===== src/rtl/captura_de_datos.sv =====
// Byte-serial RGB565 camera capture: pairs bytes into pixels, converts to RGB332 and writes a linear frame buffer.
// Optional macro CAPTURA_FRAME_DONE_EN adds a one-cycle Frame_done pulse after the last pixel of a frame.
module captura_de_datos #(
  parameter int WIDTH  = 160,
  parameter int HEIGHT = 120,
  parameter int AW     = 15
) (
  input  logic          Pclk,
  input  logic          Rst_n,
  input  logic          Href,
  input  logic          Vsync,
  input  logic [7:0]    D,
  output logic [AW-1:0] addr,
  output logic [7:0]    RGB332,
  output logic          write
`ifdef CAPTURA_FRAME_DONE_EN
  ,
  output logic          Frame_done
`endif
);

  localparam logic [AW-1:0] LAST_ADDR = AW'(WIDTH * HEIGHT - 1);

  typedef enum logic {
    FIRST,
    SECOND
  } phase_t;

  phase_t        phase, phase_nxt;
  logic [7:0]    hold, hold_nxt;
  logic [7:0]    rgb_nxt;
  logic [AW-1:0] addr_nxt;
  logic          write_nxt;
  logic          full, full_nxt;
  logic          full_set;

  // The edge after the write to the last address freezes capture until the next Vsync.
  assign full_set = !Vsync && !full && write && (addr == LAST_ADDR);

  always_ff @(posedge Pclk or negedge Rst_n) begin
    if (!Rst_n) begin
      phase  <= FIRST;
      hold   <= '0;
      addr   <= '0;
      RGB332 <= '0;
      write  <= 1'b0;
      full   <= 1'b0;
    end else begin
      phase  <= phase_nxt;
      hold   <= hold_nxt;
      addr   <= addr_nxt;
      RGB332 <= rgb_nxt;
      write  <= write_nxt;
      full   <= full_nxt;
    end
  end

  always_comb begin
    phase_nxt = phase;
    hold_nxt  = hold;
    rgb_nxt   = RGB332;
    addr_nxt  = addr;
    write_nxt = 1'b0;
    full_nxt  = full;

    if (Vsync) begin
      addr_nxt  = '0;
      phase_nxt = FIRST;
      full_nxt  = 1'b0;
    end else if (full) begin
      phase_nxt = FIRST;
    end else if (full_set) begin
      full_nxt  = 1'b1;
      phase_nxt = FIRST;
    end else begin
      // Address advances only after the write cycle so it equals the pixel index while write is high.
      if (write) begin
        addr_nxt = addr + AW'(1);
      end
      if (!Href) begin
        phase_nxt = FIRST;
      end else if (phase == FIRST) begin
        hold_nxt  = D;
        phase_nxt = SECOND;
      end else begin
        rgb_nxt   = {hold[7:5], hold[2:0], D[4:3]};
        write_nxt = 1'b1;
        phase_nxt = FIRST;
      end
    end
  end

`ifdef CAPTURA_FRAME_DONE_EN
  always_ff @(posedge Pclk or negedge Rst_n) begin
    if (!Rst_n) begin
      Frame_done <= 1'b0;
    end else begin
      Frame_done <= full_set;
    end
  end
`endif

endmodule


===== config.mk =====
export PLATFORM = sky130hd
export DESIGN_NAME = captura_de_datos
export DESIGN_NICKNAME = d
export VERILOG_FILES = /design/src/rtl/captura_de_datos.sv
export SDC_FILE = /design/constraint.sdc
export NUM_CORES = 1
export LEC_CHECK = 0
export ABC_AREA = 1
export CAP_MARGIN = 20
export CELL_PAD_IN_SITES_DETAIL_PLACEMENT = 0
export CELL_PAD_IN_SITES_GLOBAL_PLACEMENT = 1
export CORE_ASPECT_RATIO = 0.8
export CORE_UTILIZATION = 33
export DETAILED_ROUTE_END_ITERATION = 8
export PLACE_DENSITY = 0.86
export REMOVE_ABC_BUFFERS = 1
export SLEW_MARGIN = 20
export SYNTH_ARGS = -nofsm -noshare
export SYNTH_HDL_FRONTEND = slang
export SYNTH_SLANG_ARGS = --single-unit

===== constraint.sdc =====
create_clock -name Pclk -period 1.5 [get_ports Pclk]
set_input_delay 0.45 -clock Pclk [delete_from_list [all_inputs] [get_ports Pclk]]
set_output_delay 0.45 -clock Pclk [all_outputs]
set_load 0.03 [all_outputs]

==> flow_metrics.env, run 1 <==
export IMPL_startpoint_type="flop"
export IMPL_violations="setup timing"
export IMPL_die_x_um=82.14
export IMPL_htreeDepth=2
export IMPL_drt_total_wl_um=4784
export IMPL_gp_congestion=0.7698
export IMPL_arrival_ns=1.69
export IMPL_port_buffers=35
export IMPL_die_y_um=66.11
export IMPL_rsz0062_at_grt="true"
export IMPL_seq_area_um2=803.3
export IMPL_grt_antenna_before_repair=0
export IMPL_swShare_pct=29.29
export IMPL_status="complete, but fails checks"
export IMPL_grt_max_degree=33
export IMPL_clkLatencyLatePin_ns=0.28
export IMPL_synth_area_leaders="dfrtp_1 (47%), nand2_1 (21%), nor2_1 (6.0%), nand3_1 (3.8%), o21ai_2 (3.1%)"
export IMPL_holdPathEnd="RGB332[6]$_DFFE_PN0P_"
export IMPL_final_area_um2=2666
export IMPL_regToRegStartpoint="addr[1]$_DFFE_PN0P_"
export IMPL_met2_length_um=2044
export IMPL_first_global_vias=1526
export IMPL_setup_tns_final_ns=-0.02724
export IMPL_clk_pin_slew_ns=0.06
export IMPL_fmax_mhz=662.3
export IMPL_crit_fanout=5
export IMPL_vias=1727
export IMPL_dpl_cell_area_um2=2260
export IMPL_layout_common_cells="nand2_1 (68), buf_4 (41), dfrtp_1 (30)"
export IMPL_slew_headroom_pct=75.25
export IMPL_required_ns=1.68
export IMPL_yosysTopAreaCellShare_pct=47.23
export IMPL_netlist_area_um2=1695
export IMPL_finalNonFillerCells=361
export IMPL_fin_skew_ns=0.009586
export IMPL_combPwrFrac_pct=20.0
export IMPL_area_delta_synth_final_pct=57.27
export IMPL_setup_ws_ns=-0.009862
export IMPL_synthCells=223
export IMPL_power_density_nw_per_um2=785.8
export IMPL_diodes=0
export IMPL_cts_buffer_depth=2
export IMPL_async_flop_share_pct=100.0
export IMPL_avgSynthCellArea_um2=7.603
export IMPL_hold_worst_slack_ns=0.4727
export IMPL_finalWorstPathRequiredPeriod_ns=1.510
export IMPL_vdd_drop_max_mv=0.4036
export IMPL_final_common_cell="nand2_1"
export IMPL_multi_input_area_um2=974.7
export IMPL_dp_cells=340
export IMPL_vias_per_cell=4.784
export IMPL_gr_usage_all_layers_pct=18.91
export IMPL_pin_count=36
export IMPL_post_route_period_util_pct=100.7
export IMPL_n_fill_cell=447
export IMPL_overflow=0
export IMPL_dp_hpwl_um=3225
export IMPL_worst_pin_slew_ns=0.3699
export IMPL_drive_gt1_share_pct=38.87
export IMPL_ys_ff_latch=32
export IMPL_pwr_share_clk_pct=32.9
export IMPL_ctsHoldBuffers=0
export IMPL_drtIter0Drc=87
export IMPL_wl_per_cell_um=13.25
export IMPL_reg2regPathDepth=10
export IMPL_synth_edf_count=0
export IMPL_fp_dieArea_um2=5430
export IMPL_seqPwrFrac_pct=47.0
export IMPL_p_leak_uw=0.001332
export IMPL_nets=313
export IMPL_hold_depth=2
export IMPL_maxCapViolCount=0
export IMPL_setup_viol=5
export IMPL_cts_root_buf="clkbuf_8"
export IMPL_rows=22
export IMPL_startpoint="addr[1]$_DFFE_PN0P_"
export IMPL_endpoint_kind="flop"
export IMPL_yosysWarnings=0
export IMPL_synth_top_area_cell="dfrtp_1"
export IMPL_cts_buffers=5
export IMPL_hold_viol=0
export IMPL_grt_pass1_wl_um=7383
export IMPL_worstHoldStart="RGB332[6]$_DFFE_PN0P_"
export IMPL_path_class="reg2reg"
export IMPL_wl_met3_um=227
export IMPL_clock_sinks=32
export IMPL_synthFlopType="dfrtp_1"
export IMPL_rrSetupSlack_ns=-0.01
export IMPL_drcViolationCount=0
export IMPL_initial_core_util_pct=35.60
export IMPL_ant_nets=0
export IMPL_r2r_end="addr[1]$_DFFE_PN0P_"
export IMPL_seq_area_frac_synth_pct=47.23
export IMPL_utilization_pct=55.99
export IMPL_synthDistinctLibCells=25
export IMPL_slew_viol_final=0
export IMPL_p_int_uw=1481
export IMPL_cts_tree="done"
export IMPL_highest_layer="met4"
export IMPL_met1Wirelength_um=2449
export IMPL_dr_pass1_iters=4
export IMPL_hold_class="reg2reg"
export IMPL_p_sw_uw=613.8
export IMPL_core_area_um2=4762
[critical path, cell delays in order (launching register included)]
cell and delay, ns:
dfrtp_1 0.38, ha_2 0.20, nand2_2 0.09, inv_2 0.06, nand2_4 0.06, nor2_4 0.04, nand2_4 0.12, nand3_4 0.15
clkbuf_16 0.21, nand2_2 0.06, o21ai_2 0.04
[power by group through the flow]
| stage | sequential, uW | combinational (uW) | clock, uW |
|---|---|---|---|
| after CTS | 982 | 370 | 710 |
| after global placement | 998 | 396 | 0 |
| final | 986 | 420 | 690 |
| after detailed placement | 999 | 400 | 0 |
| after floorplan | 1100 | 92.5 | 0 |
| after global routing | 993 | 451 | 742 |
[synth_stat cells, types with 2 or more instances]
library cell,n
dfrtp_1,32
inv_1,13
nand2_1,96
nand2_2,3
nand3_1,13
nand3_2,2
nand4_1,7
nor2_1,27
o21ai_0,6
o21ai_2,6
or2_2,2
xor2_1,3
[flip-flops by register name, summed over array words and instances, names as in the netlist]
| signal | cells |
|---|---|
| full | 1 |
| RGB332 | 8 |
| addr | 15 |
| phase | 1 |
| hold | 6 |
| write | 1 |
[layout make-up]
class,count,share of cell area [%]
clock buffer,8,3.379
multi-input combinational,174,36.56
tap,60,2.816
timing repair buffer,70,24.26
inverter,16,2.628
sequential,32,30.13
timing repair inverter,1,0.2346
[timing repair]
action / 4_1_cts / 5_1_grt
cloned: 2 / 3
endpoints found under the setup margin: 39 / 37
setup buffers: 4 / 4
pin swaps: 4 / 9
resized for setup: 18 / 62
[through the flow]
stage               worst slack (ns)  total power (uW)
floorplan                    -0.1864              1192
global placement             -0.4288              1395
detailed placement           -0.4457              1399
CTS                        0.0008662              2062
global route                -0.07862              2186
finish                     -0.009862              2095
[worst max path at each step]
stage	end	slack, ns	depth (start not counted)
final	addr[1]$_DFFE_PN0P_	-0.01	10
after global routing	hold[6]$_DFFE_PN0P_	-0.08	11
after CTS	addr[10]$_DFFE_PN0P_	0.0009	10
after detailed placement	RGB332[3]$_DFFE_PN0P_	-0.45	9
after global placement	RGB332[5]$_DFFE_PN0P_	-0.43	7
after floorplan	addr[0]$_DFFE_PN0P_	-0.19	9
[logic make-up (layout without fill, tap and decap cells)]
group,Yosys count,in the layout,share of synthesized area (%)
fa+ha+maj,1,1,0.7379
buf+inv,18,95,5.240
flops,32,32,47.23
compound gates,15,15,6.052
xor+xnor,3,3,1.550
simple gates,154,155,39.19
[metal layers]
metal	up-vias	global-route usage, %
met1	809	27.37
met3	4	4.000
met4	0	8.553
met5	-	0
li1	874	-
met2	40	26.55
Power figures use the tool's default switching activity.
==> run 2, diff against run 1 <==
==> constraint.sdc (replaced) <==
create_clock -name Pclk -period 1.5 [get_ports Pclk]
set_input_delay 0.45 -clock Pclk [delete_from_list [all_inputs] [get_ports Pclk]]
set_output_delay 0.45 -clock Pclk [all_outputs]
set_load 0.05 [all_outputs]
==> run 2 against run 1 <==
Net effect: the flow now finishes without violations; cell count down 0.83%; first-iteration DRC count up 29%; register-to-register slack better by 0.02 ns; sequential power about the same; power up 12%; non-clock buffer count unchanged; maximum frequency up 1.6%; utilization up 3.7 points; hold slack worse by 0.0019 ns; via count down 2.0%; highest routed layer unchanged.
==> flow_metrics.env, run 2 (synthesis results as in run 1) <==
export IMPL_clock_sinks=32
export IMPL_maxCapViolCount=0
export IMPL_power_density_nw_per_um2=826.9
export IMPL_status="completed"
export IMPL_gr_usage_all_layers_pct=19.63
export IMPL_port_buffers=35
export IMPL_cts_buffers=5
export IMPL_cts_tree="done"
export IMPL_ant_nets=0
export IMPL_required_ns=1.68
export IMPL_path_class="reg2reg"
export IMPL_startpoint="addr[0]$_DFFE_PN0P_"
export IMPL_dp_hpwl_um=3410
export IMPL_critPathCapture="hold[1]$_DFFE_PN0P_"
export IMPL_grt_antenna_before_repair=0
export IMPL_endpoint_kind="flop"
export IMPL_cts_root_buf="clkbuf_8"
export IMPL_regToRegStartpoint="addr[0]$_DFFE_PN0P_"
export IMPL_hold_worst_slack_ns=0.4709
export IMPL_dr_pass1_iters=4
export IMPL_clkLatencyLatePin_ns=0.28
export IMPL_final_common_cell="nand2_1"
export IMPL_setup_viol=0
export IMPL_fin_skew_ns=0.005762
export IMPL_startpoint_type="flop"
export IMPL_clk_pin_slew_ns=0.07
export IMPL_hold_viol=0
export IMPL_rrSetupSlack_ns=0.01
export IMPL_reg2regPathDepth=11
export IMPL_die_x_um=82.14
export IMPL_finalWorstPathRequiredPeriod_ns=1.486
export IMPL_htreeDepth=2
export IMPL_crit_fanout=7
export IMPL_rows=22
export IMPL_finalNonFillerCells=358
export IMPL_utilization_pct=59.64
export IMPL_drcViolationCount=0
export IMPL_largest_reg_flops=15
export IMPL_wl_per_cell_um=13.17
export IMPL_core_area_um2=4762
export IMPL_die_y_um=66.11
export IMPL_vias_per_cell=4.729
export IMPL_pin_count=36
export IMPL_drive_gt1_share_pct=33.89
export IMPL_setup_ws_ns=0.01391
export IMPL_hold_class="reg2reg"
export IMPL_first_global_vias=1620
export IMPL_rsz0062_at_grt="true"
export IMPL_largest_register="addr"
export IMPL_ctsHoldBuffers=0
export IMPL_drtIter0Drc=112
export IMPL_n_fill_cell=414
export IMPL_grt_max_degree=33
export IMPL_layout_common_cells="nand2_1 (88), dfrtp_1 (32), buf_4 (30)"
export IMPL_reg_top3="addr (15), RGB332 (8), hold (6)"
export IMPL_drt_total_wl_um=4714
export IMPL_vias=1693
export IMPL_cts_buffer_depth=2
export IMPL_nets=311
export IMPL_grt_pass1_wl_um=7797
export IMPL_area_delta_synth_final_pct=67.53
export IMPL_dp_cells=344
export IMPL_worst_pin_slew_ns=0.3518
export IMPL_vdd_drop_max_mv=0.4746
export IMPL_post_route_period_util_pct=99.07
export IMPL_initial_core_util_pct=35.60
export IMPL_slew_headroom_pct=76.46
export IMPL_r2r_end="hold[1]$_DFFE_PN0P_"
export IMPL_arrival_ns=1.66
export IMPL_slew_viol_final=0
export IMPL_place_ws_ns=-0.4840
export IMPL_p_leak_uw=0.001335
export IMPL_gp_congestion=0.8359
export IMPL_fmax_mhz=672.9
export IMPL_diodes=0
export IMPL_setup_tns_final_ns=0
export IMPL_fp_dieArea_um2=5430
export IMPL_overflow=0
run 2: changes by cell type in the layout (fill, tap and decap cells not counted), sizes merged:
| cell | before | now |
|---|---|---|
| buf | 49 | 59 |
| nand3 | 17 | 16 |
| inv | 16 | 15 |
| dlygate4sd2 | 3 | 1 |
| clkdlybuf4s15 | 5 | 0 |
| clkbuf | 11 | 7 |
run 2: cell type report:
| type | instances | area (um^2) | share of cell area, % |
|---|---|---|---|
| Timing Repair Buffer | 70 | 904.6 | 31.85 |
| Tap cell | 60 | 75.07 | 2.643 |
| Clock buffer | 7 | 96.34 | 3.392 |
| Inverter | 16 | 72.57 | 2.555 |
| Multi-Input combinational cell | 173 | 890.9 | 31.37 |
| Sequential cell | 32 | 800.8 | 28.19 |
run 2: repair_timing:
action | 4_1_cts | 5_1_grt
resized for setup | 12 | 25
setup endpoints to repair | 30 | 27
pin swaps | 2 | 11
buffers inserted | 1 | 5
cloned | 1 | 0
run 2: worst max-delay path: stages (launching register included):
cell	delay [ns]
dfrtp_1	0.36
ha_2	0.21
nand2_4	0.07
inv_4	0.07
nand2_4	0.05
nor2_4	0.12
nand2_4	0.09
buf_6	0.13
nand3_4	0.11
inv_6	0.07
nand2_2	0.05
nand2_1	0.04
run 2: worst min-delay path by stage:
stage,startpoint,endpoint,slack (ns),depth (start not counted)
after floorplan,Rst_n,RGB332[0]$_DFFE_PN0P_,0.15,0
after global placement,hold[7]$_DFFE_PN0P_,RGB332[7]$_DFFE_PN0P_,0.46,2
after detailed placement,hold[6]$_DFFE_PN0P_,RGB332[6]$_DFFE_PN0P_,0.46,2
after CTS,hold[6]$_DFFE_PN0P_,RGB332[6]$_DFFE_PN0P_,0.47,2
after global routing,hold[7]$_DFFE_PN0P_,hold[7]$_DFFE_PN0P_,0.50,2
final,hold[6]$_DFFE_PN0P_,RGB332[6]$_DFFE_PN0P_,0.47,2
run 2: metal layers:
metal / GRT usage, % / share of wire [%] / up-vias
li1: - / - / 862
met3: 4.138 / 3.6 / 5
met4: 6.579 / 0.87 / 0
met5: 0 / 0 / -
met1: 28.90 / 50 / 791
met2: 28.10 / 45 / 35
run 2: through the flow:
step / power (uW) / instance area, um^2
floorplan: 1271 / 1669
global placement: 1617 / 2570
detailed placement: 1624 / 2570
CTS: 2367 / 2740
global route: 2441 / 2840
finish: 2349 / 2840
run 2: where the power goes:
part           internal [uW]  switching, uW
registers                941           71.3
clock network            408            314
logic                    293            322
total                   1640            707
==> run 3, diff against run 2 <==
--- a/config.mk
+++ b/config.mk
@@ -6,13 +6,12 @@
 export NUM_CORES = 1
 export LEC_CHECK = 0
 export ABC_AREA = 1
-export CAP_MARGIN = 20
 export CELL_PAD_IN_SITES_DETAIL_PLACEMENT = 0
 export CELL_PAD_IN_SITES_GLOBAL_PLACEMENT = 1
 export CORE_ASPECT_RATIO = 0.8
 export CORE_UTILIZATION = 33
 export DETAILED_ROUTE_END_ITERATION = 8
-export PLACE_DENSITY = 0.86
+export PLACE_DENSITY = 0.8
 export REMOVE_ABC_BUFFERS = 1
 export SLEW_MARGIN = 20
 export SYNTH_ARGS = -nofsm -noshare
==> constraint.sdc (replaced) <==
create_clock -name Pclk -period 1.5 [get_ports Pclk]
set_input_delay 0.3 -clock Pclk [delete_from_list [all_inputs] [get_ports Pclk]]
set_output_delay 0.3 -clock Pclk [all_outputs]
set_load 0.05 [all_outputs]
==> run 3 against run 2 <==
Net effect: final area increased by 5.8%; power rose by 5.9%; register-to-register slack got worse by 0.04 ns; critical endpoint is now addr[8]$_DFFE_PN0P_; the run now ends with setup timing left; clock skew about the same; setup slack worse by 0.041 ns; utilization is 3.5 points higher; combinational power is 6.0% higher; highest routed layer unchanged.
==> flow_metrics.env, run 3 (synthesis results as in run 1) <==
export IMPL_grt_pass1_wl_um=7990
export IMPL_crit_top_cell="nand2_2"
export IMPL_r2r_end="addr[8]$_DFFE_PN0P_"
export IMPL_endpoint_kind="flop"
export IMPL_required_ns=1.68
export IMPL_hold_class="in2async"
export IMPL_final_common_cell="nand2_1"
export IMPL_dp_hpwl_um=3348
export IMPL_vias=1784
export IMPL_post_route_period_util_pct=101.8
export IMPL_cts_tree="done"
export IMPL_drt_total_wl_um=5161
export IMPL_critical_path_depth=10
export IMPL_setup_ws_ns=-0.02684
export IMPL_highest_layer="met4"
export IMPL_slew_headroom_pct=78.55
export IMPL_overflow=0
export IMPL_cts_buffers=5
export IMPL_wl_per_cell_um=14.14
export IMPL_crit_buf_inv=2
export IMPL_drive_gt1_share_pct=40.98
export IMPL_finalWorstPathRequiredPeriod_ns=1.527
export IMPL_fin_skew_ns=0.006242
export IMPL_drcViolationCount=0
export IMPL_largest_register="addr"
export IMPL_vdd_drop_max_mv=0.5374
export IMPL_cp_slowest_stage_delay_ns=0.39
export IMPL_startpoint_type="flop"
export IMPL_diodes=0
export IMPL_fp_dieArea_um2=5430
export IMPL_cts_buffer_depth=2
export IMPL_vias_per_cell=4.888
export IMPL_largest_reg_flops=15
export IMPL_power_density_nw_per_um2=827.8
export IMPL_critical_path_cell_chain="ha_2 > nand2_2 > inv_2 > nand2_4 > nor2_4 > nand2_4 > nand3_4 > clkbuf_16 > nand2_2 > nand2_2"
export IMPL_first_global_vias=1648
export IMPL_area_delta_synth_final_pct=77.27
export IMPL_wl_met3_um=303
export IMPL_layout_common_cells="nand2_1 (73), buf_4 (33), dfrtp_1 (32)"
export IMPL_hold_viol=0
export IMPL_pin_count=36
export IMPL_p_int_uw=1745
export IMPL_die_y_um=66.11
export IMPL_pwr_share_clk_pct=33.1
export IMPL_hold_worst_slack_ns=0.3840
export IMPL_clkLatencyLatePin_ns=0.28
export IMPL_met1Wirelength_um=2515
export IMPL_slew_viol_final=0
export IMPL_ant_nets=0
export IMPL_clock_sinks=32
export IMPL_clk_pin_slew_ns=0.07
export IMPL_rows=22
export IMPL_p_sw_uw=742.9
export IMPL_drtIter0Drc=126
export IMPL_maxCapViolCount=0
export IMPL_initial_core_util_pct=35.60
export IMPL_worst_pin_slew_ns=0.3206
export IMPL_nets=317
export IMPL_grt_max_degree=33
export IMPL_htreeDepth=2
export IMPL_swShare_pct=29.86
export IMPL_cts_root_buf="clkbuf_8"
export IMPL_met2_length_um=2301
export IMPL_p_leak_uw=0.001450
export IMPL_reg_top3="addr (15), RGB332 (8), hold (6)"
export IMPL_arrival_ns=1.70
export IMPL_rsz0062_at_grt="true"
export IMPL_setup_tns_final_ns=-0.07500
export IMPL_setup_viol=6
export IMPL_rrSetupSlack_ns=-0.03
export IMPL_violations="setup timing"
export IMPL_seqPwrFrac_pct=40.8
export IMPL_slowest_stage="dfrtp_1"
export IMPL_core_area_um2=4762
export IMPL_reg2regPathDepth=10
export IMPL_path_class="reg2reg"
export IMPL_combPwrFrac_pct=26.2
export IMPL_crit_family="simple AND/OR/NAND/NOR gates"
export IMPL_gp_congestion=0.8225
export IMPL_dr_pass1_iters=4
export IMPL_fmax_mhz=654.9
export IMPL_regToRegStartpoint="addr[0]$_DFFE_PN0P_"
export IMPL_crit_fanout=5
export IMPL_grt_antenna_before_repair=0
export IMPL_n_fill_cell=401
export IMPL_status="complete, but fails checks"
export IMPL_port_buffers=35
export IMPL_gr_usage_all_layers_pct=19.98
export IMPL_die_x_um=82.14
-- run 3: changes by cell type in the layout (fill, tap and decap cells not counted), sizes merged --
cell           previous run  this run
clkdlybuf4s50            10        11
buf                      59        61
inv                      15        16
bufinv                    0         1
dlygate4sd2               1         0
clkbuf                    7         8
clkinv                    1         2
nand3                    16        17
-- run 3: final cells by class --
type | instances | area [um^2] | area share (%)
timing repair buffer | 74 | 967.2 | 32.18
clock buffer | 6 | 72.57 | 2.415
tap | 60 | 75.07 | 2.498
inverter | 16 | 70.07 | 2.331
sequential | 32 | 800.8 | 26.64
timing repair inverter | 1 | 6.256 | 0.2082
clock inverter | 2 | 35.03 | 1.166
multi-input combinational | 174 | 978.4 | 32.56
-- run 3: timing repair --
action	CTS	global route
pin swaps	6	3
hold endpoints to repair	0	0
gates cloned	3	2
hold buffers	0	0
gates resized for setup	12	47
buffers inserted	5	3
setup endpoints to repair	30	31
-- run 3: power groups by stage --
stage               registers [uW]  clock network, uW  logic [uW]
global placement              1030                  0         588
finish                        1010                822         651
detailed placement            1030                  0         594
floorplan                     1180                  0        92.6
global route                  1020                872         690
CTS                           1010                835         616
-- run 3: stage by stage --
step                utilization [%]  power [uW]  cell area, um^2  setup WS (ns)  cells
CTS                           58.54        2466             2788       -0.02747    360
global placement              53.97        1616             2570        -0.2693    344
detailed placement            53.97        1623             2570        -0.3039    344
floorplan                         -        1271             1669        -0.3347    221
global route                  63.11        2586             3005        -0.1150    365
finish                        63.11        2488             3005       -0.02684    365
-- run 3: worst max-delay path by stage --
stage                              from               endpoint
finish              addr[0]$_DFFE_PN0P_    addr[8]$_DFFE_PN0P_
global route        addr[8]$_DFFE_PN0P_  RGB332[1]$_DFFE_PN0P_
CTS                 addr[1]$_DFFE_PN0P_  RGB332[6]$_DFFE_PN0P_
detailed placement                Vsync  RGB332[6]$_DFFE_PN0P_
global placement                  Vsync  RGB332[6]$_DFFE_PN0P_
floorplan           addr[0]$_DFFE_PN0P_  RGB332[2]$_DFFE_PN0P_
-- run 3: worst reg2reg max path: stages (launching register included) --
cell,delay (ns)
dfrtp_1,0.39
ha_2,0.20
nand2_2,0.09
inv_2,0.06
nand2_4,0.07
nor2_4,0.04
nand2_4,0.08
nand3_4,0.15
clkbuf_16,0.23
nand2_2,0.06
nand2_2,0.05
-- run 3: layer usage --
metal / GRT usage (%) / vias up
li1: - / 879
met1: 29.57 / 848
met2: 29.44 / 53
met3: 3.724 / 4
met4: 5.263 / 0
met5: 0 / -
